[config.mk]
export PLATFORM = sky130hd
export DESIGN_NAME = seg_scan_mux
export DESIGN_NICKNAME = d
export VERILOG_FILES = /design/src/rtl/seg_scan_pkg.sv /design/src/rtl/seg_tick_gen.sv /design/src/rtl/seg_scan_mux.sv
export SDC_FILE = /design/constraint.sdc
export NUM_CORES = 1
export LEC_CHECK = 0
export CAP_MARGIN = 40
export CORE_MARGIN = 5
export CORE_UTILIZATION = 59
export CTS_CLUSTER_SIZE = 25
export DETAILED_ROUTE_END_ITERATION = 8
export DONT_BUFFER_PORTS = 1
export GPL_ROUTABILITY_DRIVEN = 0
export PLACE_DENSITY = 0.75
export REMOVE_ABC_BUFFERS = 1
export SETUP_SLACK_MARGIN = 0.1
export SYNTH_ARGS = -nofsm -noshare
export SYNTH_HDL_FRONTEND = slang
export SYNTH_HIERARCHICAL = 1
export SYNTH_SLANG_ARGS = --single-unit
[constraint.sdc]
create_clock -name clk -period 6 [get_ports clk]
set_clock_uncertainty 0.05 [all_clocks]
set_input_delay 0.6 -clock clk [delete_from_list [all_inputs] [get_ports clk]]
set_output_delay 0.6 -clock clk [all_outputs]
set_load 0.05 [all_outputs]
[src/rtl/seg_scan_pkg.sv]
// Shared types and limits for the seven-segment scan driver.
// Digit width is fixed by the downstream decoder's num input.
package seg_scan_pkg;

    localparam int MAX_DIGITS = 8;
    localparam int DATA_W     = 4;

    typedef logic [DATA_W-1:0] digit_t;
    typedef logic [2:0]        sel_t;

endpackage

[src/rtl/seg_tick_gen.sv]
// Refresh prescaler: counts enabled cycles and pulses step on the last one
// of every REFRESH_DIV-cycle period.
module seg_tick_gen #(
    parameter int REFRESH_DIV = 100000
) (
    input  logic clk,
    input  logic rst,
    input  logic en,
    output logic step
);

    localparam int CNT_W = (REFRESH_DIV > 1) ? $clog2(REFRESH_DIV) : 1;
    localparam logic [CNT_W-1:0] TERM = CNT_W'(REFRESH_DIV - 1);

    logic [CNT_W-1:0] cnt_q, cnt_d;

    always_comb begin
        cnt_d = cnt_q;
        step  = 1'b0;
        if (en) begin
            if (cnt_q == TERM) begin
                cnt_d = '0;
                step  = 1'b1;
            end else begin
                cnt_d = cnt_q + 1'b1;
            end
        end
    end

    // NOTE: state registers use non-blocking assignments so every flop samples pre-edge values.
    always_ff @(posedge clk or posedge rst) begin
        if (rst) begin
            cnt_q <= '0;
        end else begin
            cnt_q <= cnt_d;
        end
    end

endmodule

[src/rtl/seg_scan_mux.sv]
// Digit register file plus scan sequencer feeding the combinational 7-segment
// decoder; num and sel are registered together so they never disagree.
module seg_scan_mux
    import seg_scan_pkg::*;
#(
    parameter int N_DIGITS    = 8,
    parameter int REFRESH_DIV = 100000
) (
    input  logic       clk,
    input  logic       rst,
    input  logic       en,
    input  logic       clr,
    input  logic       wr_en,
    input  logic [2:0] wr_addr,
    input  logic [3:0] wr_data,
    output logic [3:0] num,
    output logic [2:0] sel,
    output logic       frame_tick
);

    localparam sel_t       LAST  = sel_t'(N_DIGITS - 1);
    localparam logic [3:0] N_LIM = 4'(N_DIGITS);

    logic   step;
    logic   wr_ok;
    digit_t digits_q [MAX_DIGITS];
    digit_t digits_d [MAX_DIGITS];
    sel_t   sel_q, sel_d;
    digit_t num_q, num_d;
    logic   frame_tick_q, frame_tick_d;

    seg_tick_gen #(
        .REFRESH_DIV(REFRESH_DIV)
    ) u_tick (
        .clk (clk),
        .rst (rst),
        .en  (en),
        .step(step)
    );

    always_comb begin
        digits_d = digits_q;
        wr_ok    = wr_en && ({1'b0, wr_addr} < N_LIM);
        if (clr) begin
            for (int i = 0; i < MAX_DIGITS; i++) begin
                digits_d[i] = '0;
            end
        end else if (wr_ok) begin
            digits_d[wr_addr] = wr_data;
        end

        sel_d = sel_q;
        if (step) begin
            sel_d = (sel_q == LAST) ? '0 : sel_q + 1'b1;
        end
        frame_tick_d = step && (sel_q == LAST);

        // Reading the post-write file at the next position gives write forwarding for free.
        num_d = digits_d[sel_d];
    end

    always_ff @(posedge clk or posedge rst) begin
        if (rst) begin
            // NOTE: the digit file is reset because the display must read 0 straight after reset.
            for (int i = 0; i < MAX_DIGITS; i++) begin
                digits_q[i] <= '0;
            end
            sel_q        <= '0;
            num_q        <= '0;
            frame_tick_q <= 1'b0;
        end else begin
            digits_q     <= digits_d;
            sel_q        <= sel_d;
            num_q        <= num_d;
            frame_tick_q <= frame_tick_d;
        end
    end

    assign num        = num_q;
    assign sel        = sel_q;
    assign frame_tick = frame_tick_q;

endmodule

==> flow_metrics.env, run 1 <==
export IMPL_vdd_drop_max_mv=0.2195
export IMPL_ant_nets=0
export IMPL_viasPerCell=6.270
export IMPL_ys_flop_type="dfrtp_1"
export IMPL_start_kind="flop"
export IMPL_cts_sinks=57
export IMPL_drv_slew=0
export IMPL_num_rows=25
export IMPL_drt_initial_drc_count=171
export IMPL_cpMostUsedCell="nor4_1"
export IMPL_clock_latency_ps=340
export IMPL_cts_htree_levels=3
export IMPL_chipWidth_um=78.85
export IMPL_synth_warnings=6
export IMPL_area_sequential_um2=1426
export IMPL_crit_path_cell_trace="or4b_2, nor4_1, buf_4, mux2i_4, inv_2, nor2_2, a221oi_2, nor4_1"
export IMPL_hold_viol_final=0
export IMPL_ys_async_sr_fraction_pct=100.0
export IMPL_fmax_mhz=363.5
export IMPL_multiInputGateArea_um2=1274
export IMPL_max_cap_viol_count=0
export IMPL_drt_total_wl_mm=5.950
export IMPL_synth_cells=255
export IMPL_grtUsageTotal_pct=21.47
export IMPL_place_area_um2=2820
export IMPL_hold_buffers=0
export IMPL_hold_class="in2async"
export IMPL_cp_slowest_cell="or4b_2"
export IMPL_antenna_found_initial=0
export IMPL_fp_dieH_um=78.85
export IMPL_finalCritPeriodShare_pct=45.85
export IMPL_worst_slew_pin_slew_ps=868.9
export IMPL_clk_pin_slew_ps=70
export IMPL_slowest_delay_ps=710
export IMPL_io_buffers=0
export IMPL_outcome="complete, no violations"
export IMPL_crit_path_end_kind="flop"
export IMPL_p_per_area_nw_per_um2=309.9
export IMPL_cts_path_max_buffers=2
export IMPL_grt_pass1_wl_mm=10.09
export IMPL_cts_root_buf="clkbuf_8"
export IMPL_final_cell_area_um2=3049
export IMPL_drc=0
export IMPL_area_delta_synth_final_pct=9.038
export IMPL_final_nets=275
export IMPL_dp_cells=303
export IMPL_maxSlewHeadroom_pct=41.95
export IMPL_critical_path_arrival_ps=2940
export IMPL_initial_core_util_pct=60.00
export IMPL_critical_path_top_delay_family="simple AND/OR/NAND/NOR gates"
export IMPL_setup_viol=0
export IMPL_yosys_register_bits=57
export IMPL_critical_path_buf_inv_count=2
export IMPL_syn_area_um2=2796
export IMPL_crit_required_ps=6190
export IMPL_cts_setup_buffers=0
export IMPL_synth_edff_count=0
export IMPL_io_pins=20
export IMPL_synth_cell_types=44
export IMPL_finalSetupTns_ps=0
export IMPL_n_antenna_cell=0
export IMPL_yosysSeqAreaShare_pct=51.01
export IMPL_cts_resized_gates=0
export IMPL_p_leak_nw=1.382
export IMPL_avgSynthCellArea_um2=10.97
export IMPL_cts_buffers_inserted=9
export IMPL_drive_gt1_share_pct=15.09
export IMPL_place_hpwl_mm=4.102
export IMPL_final_cells=319
export IMPL_crit_fanout=9
export IMPL_rsz0062_at_grt="false"
export IMPL_num_vias=2000
export IMPL_grt_pass1_vias=2070
export IMPL_grt_overflow=0
export IMPL_wl_per_cell_um=18.65
export IMPL_n_fill_cell=357
export IMPL_grt_max_degree=41
export IMPL_path_class="reg2reg"
export IMPL_dieArea_um2=6217
export IMPL_min_period_ps=2751
export IMPL_drtPass1Iterations=4
export IMPL_cts_tree="done"
export IMPL_coreArea_um2=4661
[cell usage after synthesis (5+ instances only)]
library cell | n | area share [%]
dfrtp_1 | 57 | 51
nand2_1 | 25 | 3.4
a22o_1 | 24 | 7.5
nor2_1 | 20 | 2.7
o22ai_1 | 14 | 3.1
xnor2_1 | 11 | 3.4
inv_1 | 9 | 1.2
nor2b_1 | 9 | 2.0
a21oi_1 | 6 | 1.1
mux2_1 | 6 | 2.4
nand2b_1 | 6 | 1.3
a21oi_2 | 5 | 1.6
nand3_1 | 5 | 0.89
[power by group]
group	leakage [nW]	total [mW]	internal, mW	switching [mW]
combinational	0.492	0.0830	0.0354	0.0476
sequential	0.775	0.448	0.412	0.0359
clock	0.115	0.414	0.255	0.159
[worst paths after layout]
kind | end | depth (start not counted) | slack (ps) | startpoint
worst max-delay path | num[2] | 8 | 3250 | u_tick/cnt_q[5]
worst min-delay path | u_tick/cnt_q[2] | 1 | 180 | rst
worst max register to register | num[2] | 8 | 3250 | u_tick/cnt_q[5]
worst min register to register | digits_q[5] | 1 | 450 | digits_q[5]
max in group asynchronous | u_tick/cnt_q[4] | 1 | 5300 | rst
min in group clk | digits_q[18] | 1 | 270 | clr
[stage by stage]
step	power (mW)	hold WS (ps)	utilization, %	worst slack [ps]
floorplan	0.5155	405.8	-	2800
global placement	0.5344	431.6	60.51	3330
detailed placement	0.5381	437.2	60.51	3288
CTS	0.9477	213.8	65.42	3241
global route	0.9855	250.3	65.42	3124
finish	0.9448	180.2	65.42	3249
[cell type report]
type	count	share of cell area, %
Sequential cell	57	46.78
Inverter	10	1.231
Clock buffer	11	4.965
Multi-Input combinational cell	180	41.77
Timing Repair Buffer	2	0.4924
Clock inverter	5	2.544
Tap cell	54	2.216
[kinds of logic (layout without fill, tap and decap cells)]
| kind of cell | Yosys count | after routing | synth area share (%) |
|---|---|---|---|
| fa+ha+maj | 3 | 3 | 1.342 |
| mux | 9 | 9 | 3.937 |
| buf+inv | 18 | 28 | 3.445 |
| compound gates | 59 | 59 | 16.64 |
| xor+xnor | 14 | 14 | 4.385 |
| simple gates | 95 | 95 | 19.24 |
| flops | 57 | 57 | 51.01 |
[routing by layer]
layer | vias to the layer above | share of wire [%] | global-route usage [%] | routed length, um
met5 | - | 0 | 0 | 0
met3 | 13 | 5.5 | 4.308 | 326
li1 | 941 | - | - | -
met4 | 0 | 1.8 | 11.34 | 105
met2 | 62 | 49 | 35.65 | 2942
met1 | 984 | 43 | 26.50 | 2576
[registers in the layout, summed over array words and instances, names as in the netlist]
| name | count |
|---|---|
| num | 4 |
| frame_tick | 1 |
| sel | 3 |
| u_tick/cnt_q | 17 |
| digits_q | 32 |
[placed cells by master (no fill, tap or decap), types with 3 or more instances in the layout]
cell type and n:
dfrtp_1 57, nand2_1 25, a22o_1 24, nor2_1 20, o22ai_1 14, clkbuf_8 11
xnor2_1 11, inv_1 9, nor2b_1 9, nand2b_1 6, mux2_1 6, a21oi_1 6
nand3_1 5, a21oi_2 5, nor3_1 4, nor4_1 4, and2_1 3, nor4_2 3
ha_1 3, nand4_1 3, xor2_1 3
(Power assumes the default switching activity.)
==> inputs of run 2 (changes only) <==
- clock period: 6 -> 2.8 ns (I/O delays scaled with it)
==> run 2 against run 1 <==
Effect of this change:
- sequential power up 110%
- die area unchanged
- final cell count rose by 2.8%
- first-iteration DRC count increased by 11%
- flip-flop and latch count is the same
- critical path depth stayed put
- total power grew 92%
- largest power group unchanged
==> flow_metrics.env, run 2 (synthesis gave the netlist of run 1 again) <==
export IMPL_drv_slew=0
export IMPL_layout_common_cells="57 x dfrtp_1, 24 x nand2_1, 24 x a22o_1, 20 x nor2_1, 14 x o22ai_1"
export IMPL_final_nets=285
export IMPL_final_common_cell="dfrtp_1"
export IMPL_chipWidth_um=78.85
export IMPL_io_pins=20
export IMPL_crit_required_ps=2970
export IMPL_clk_pin_slew_ps=60
export IMPL_fp_dieH_um=78.85
export IMPL_ant_nets=0
export IMPL_vdd_drop_max_mv=0.3792
export IMPL_final_cells=328
export IMPL_cts_sinks=57
export IMPL_crit_path_end_kind="flop"
export IMPL_cts_path_max_buffers=2
export IMPL_p_per_area_nw_per_um2=587.5
export IMPL_critical_path_arrival_ps=2690
export IMPL_dieArea_um2=6217
export IMPL_critical_path_top_delay_family="simple AND/OR/NAND/NOR gates"
export IMPL_top_register="digits_q"
export IMPL_crit_path_cell_trace="or4_4, nor4_2, buf_4, nand2b_1, o32ai_1, nand2_1, o22ai_1, nor4_2"
export IMPL_start_kind="flop"
export IMPL_p_switching_mw=0.4999
export IMPL_viasPerCell=6.247
export IMPL_place_hpwl_mm=4.211
export IMPL_p_comb_share_pct=12.4
export IMPL_grt_pass1_wl_mm=10.47
export IMPL_clock_latency_ps=330
export IMPL_power_total_mw=1.817
export IMPL_num_rows=25
export IMPL_grt_max_degree=41
export IMPL_finalCritPeriodShare_pct=90.01
export IMPL_crit_fanout=8
export IMPL_cts_tree="done"
export IMPL_n_antenna_cell=0
export IMPL_grt_pass1_vias=2148
export IMPL_io_buffers=0
export IMPL_drive_gt1_share_pct=17.88
export IMPL_fmax_mhz=396.8
export IMPL_critical_path_buf_inv_count=1
export IMPL_finalSetupTns_ps=0
export IMPL_hold_class="in2reg"
export IMPL_coreArea_um2=4661
export IMPL_cp_slowest_cell="or4_4"
export IMPL_grt_overflow=0
export IMPL_cpMostUsedCell="nor4_2"
export IMPL_largest_reg_flops=32
export IMPL_initial_core_util_pct=60.00
export IMPL_drtPass1Iterations=4
export IMPL_setup_viol=0
export IMPL_seqPwrFrac_pct=52.0
export IMPL_maxSlewHeadroom_pct=43.55
export IMPL_dp_cells=309
export IMPL_worst_slew_pin_slew_ps=845.0
export IMPL_drc=0
export IMPL_drt_initial_drc_count=189
export IMPL_cts_buffers_inserted=9
export IMPL_rsz0062_at_grt="false"
export IMPL_num_vias=2049
export IMPL_antenna_found_initial=0
export IMPL_power_frac_clock_pct=35.6
export IMPL_drt_total_wl_mm=6.056
export IMPL_slowest_delay_ps=580
export IMPL_cts_htree_levels=3
export IMPL_outcome="complete, no violations"
export IMPL_intPower_mw=1.317
export IMPL_wl_per_cell_um=18.46
export IMPL_path_class="reg2reg"
export IMPL_area_delta_synth_final_pct=10.56
export IMPL_p_leak_nw=1.404
export IMPL_hold_viol_final=0
export IMPL_grtUsageTotal_pct=22.31
export IMPL_min_period_ps=2520
export IMPL_switching_share_pct=27.52
export IMPL_cts_root_buf="clkbuf_8"
export IMPL_max_cap_viol_count=0
[run 2: cell count changes in the layout (fill, tap and decap cells not counted), sizes merged]
cell,delta
buf,+8
dlygate4sd3,+2
clkbuf,+1
bufinv,-2
[run 2: worst reg2reg max path, cell delays in order (launching register included)]
cell	delay, ps
dfrtp_1	420
or4_4	580
nor4_2	260
buf_4	200
nand2b_1	100
o32ai_1	270
nand2_1	200
o22ai_1	250
nor4_2	70
[run 2: stage by stage]
step           util [%]  area, um^2  setup WS, ps  hold WS, ps
2_1_floorplan         -        2738        -399.7        156.1
3_3_place_gp      61.48        2865         224.5        241.1
3_5_place_dp      61.48        2865         169.5        229.5
4_1_cts           65.40        3048         135.1        22.59
5_1_grt           66.34        3092         72.24        43.04
6_report          66.34        3092         279.8        39.62
[run 2: cell type report]
class | instances | area, um^2
Multi-Input combinational cell | 180 | 1303
Sequential cell | 57 | 1426
Clock buffer | 12 | 145.1
Inverter | 10 | 37.54
Tap cell | 54 | 67.56
Fill cell | 355 | 1569
Clock inverter | 3 | 17.52
Timing Repair Buffer | 12 | 95.09
[run 2: worst paths after layout]
path,slack (ps),startpoint,end,depth (start not counted)
min in group asynchronous,430,rst,u_tick/cnt_q[1],2
hold / removal,40,en,u_tick/cnt_q[2],2
max in group asynchronous,1860,rst,u_tick/cnt_q[4],2
setup / recovery,280,u_tick/cnt_q[14],num[0],8
setup reg to reg,280,u_tick/cnt_q[14],num[0],8
hold reg to reg,460,digits_q[8],digits_q[8],1
[run 2: power by group through the flow]
stage	Sequential [mW]	Clock (mW)	Combinational (mW)
finish	0.944	0.647	0.225
global route	0.952	0.705	0.252
CTS	0.943	0.662	0.226
detailed placement	0.957	0	0.220
global placement	0.956	0	0.215
floorplan	0.958	0	0.146
[run 2: per-layer routing]
metal  global-route usage [%]  up-vias  wire [um]
li1                         -      957          -
met1                    26.97     1032       2570
met2                    37.95       53       3116
met3                    5.669        7        286
met4                    9.450        0         82
met5                        0        -          0
[run 2: repair_timing]
| action | in CTS | in global routing |
|---|---|---|
| buffers inserted | 0 | 2 |
| gates resized for setup | 0 | 6 |
| endpoints found under the hold margin | 65 | 0 |
| endpoints found under the setup margin | 0 | 4 |
| hold buffers | 2 | 0 |
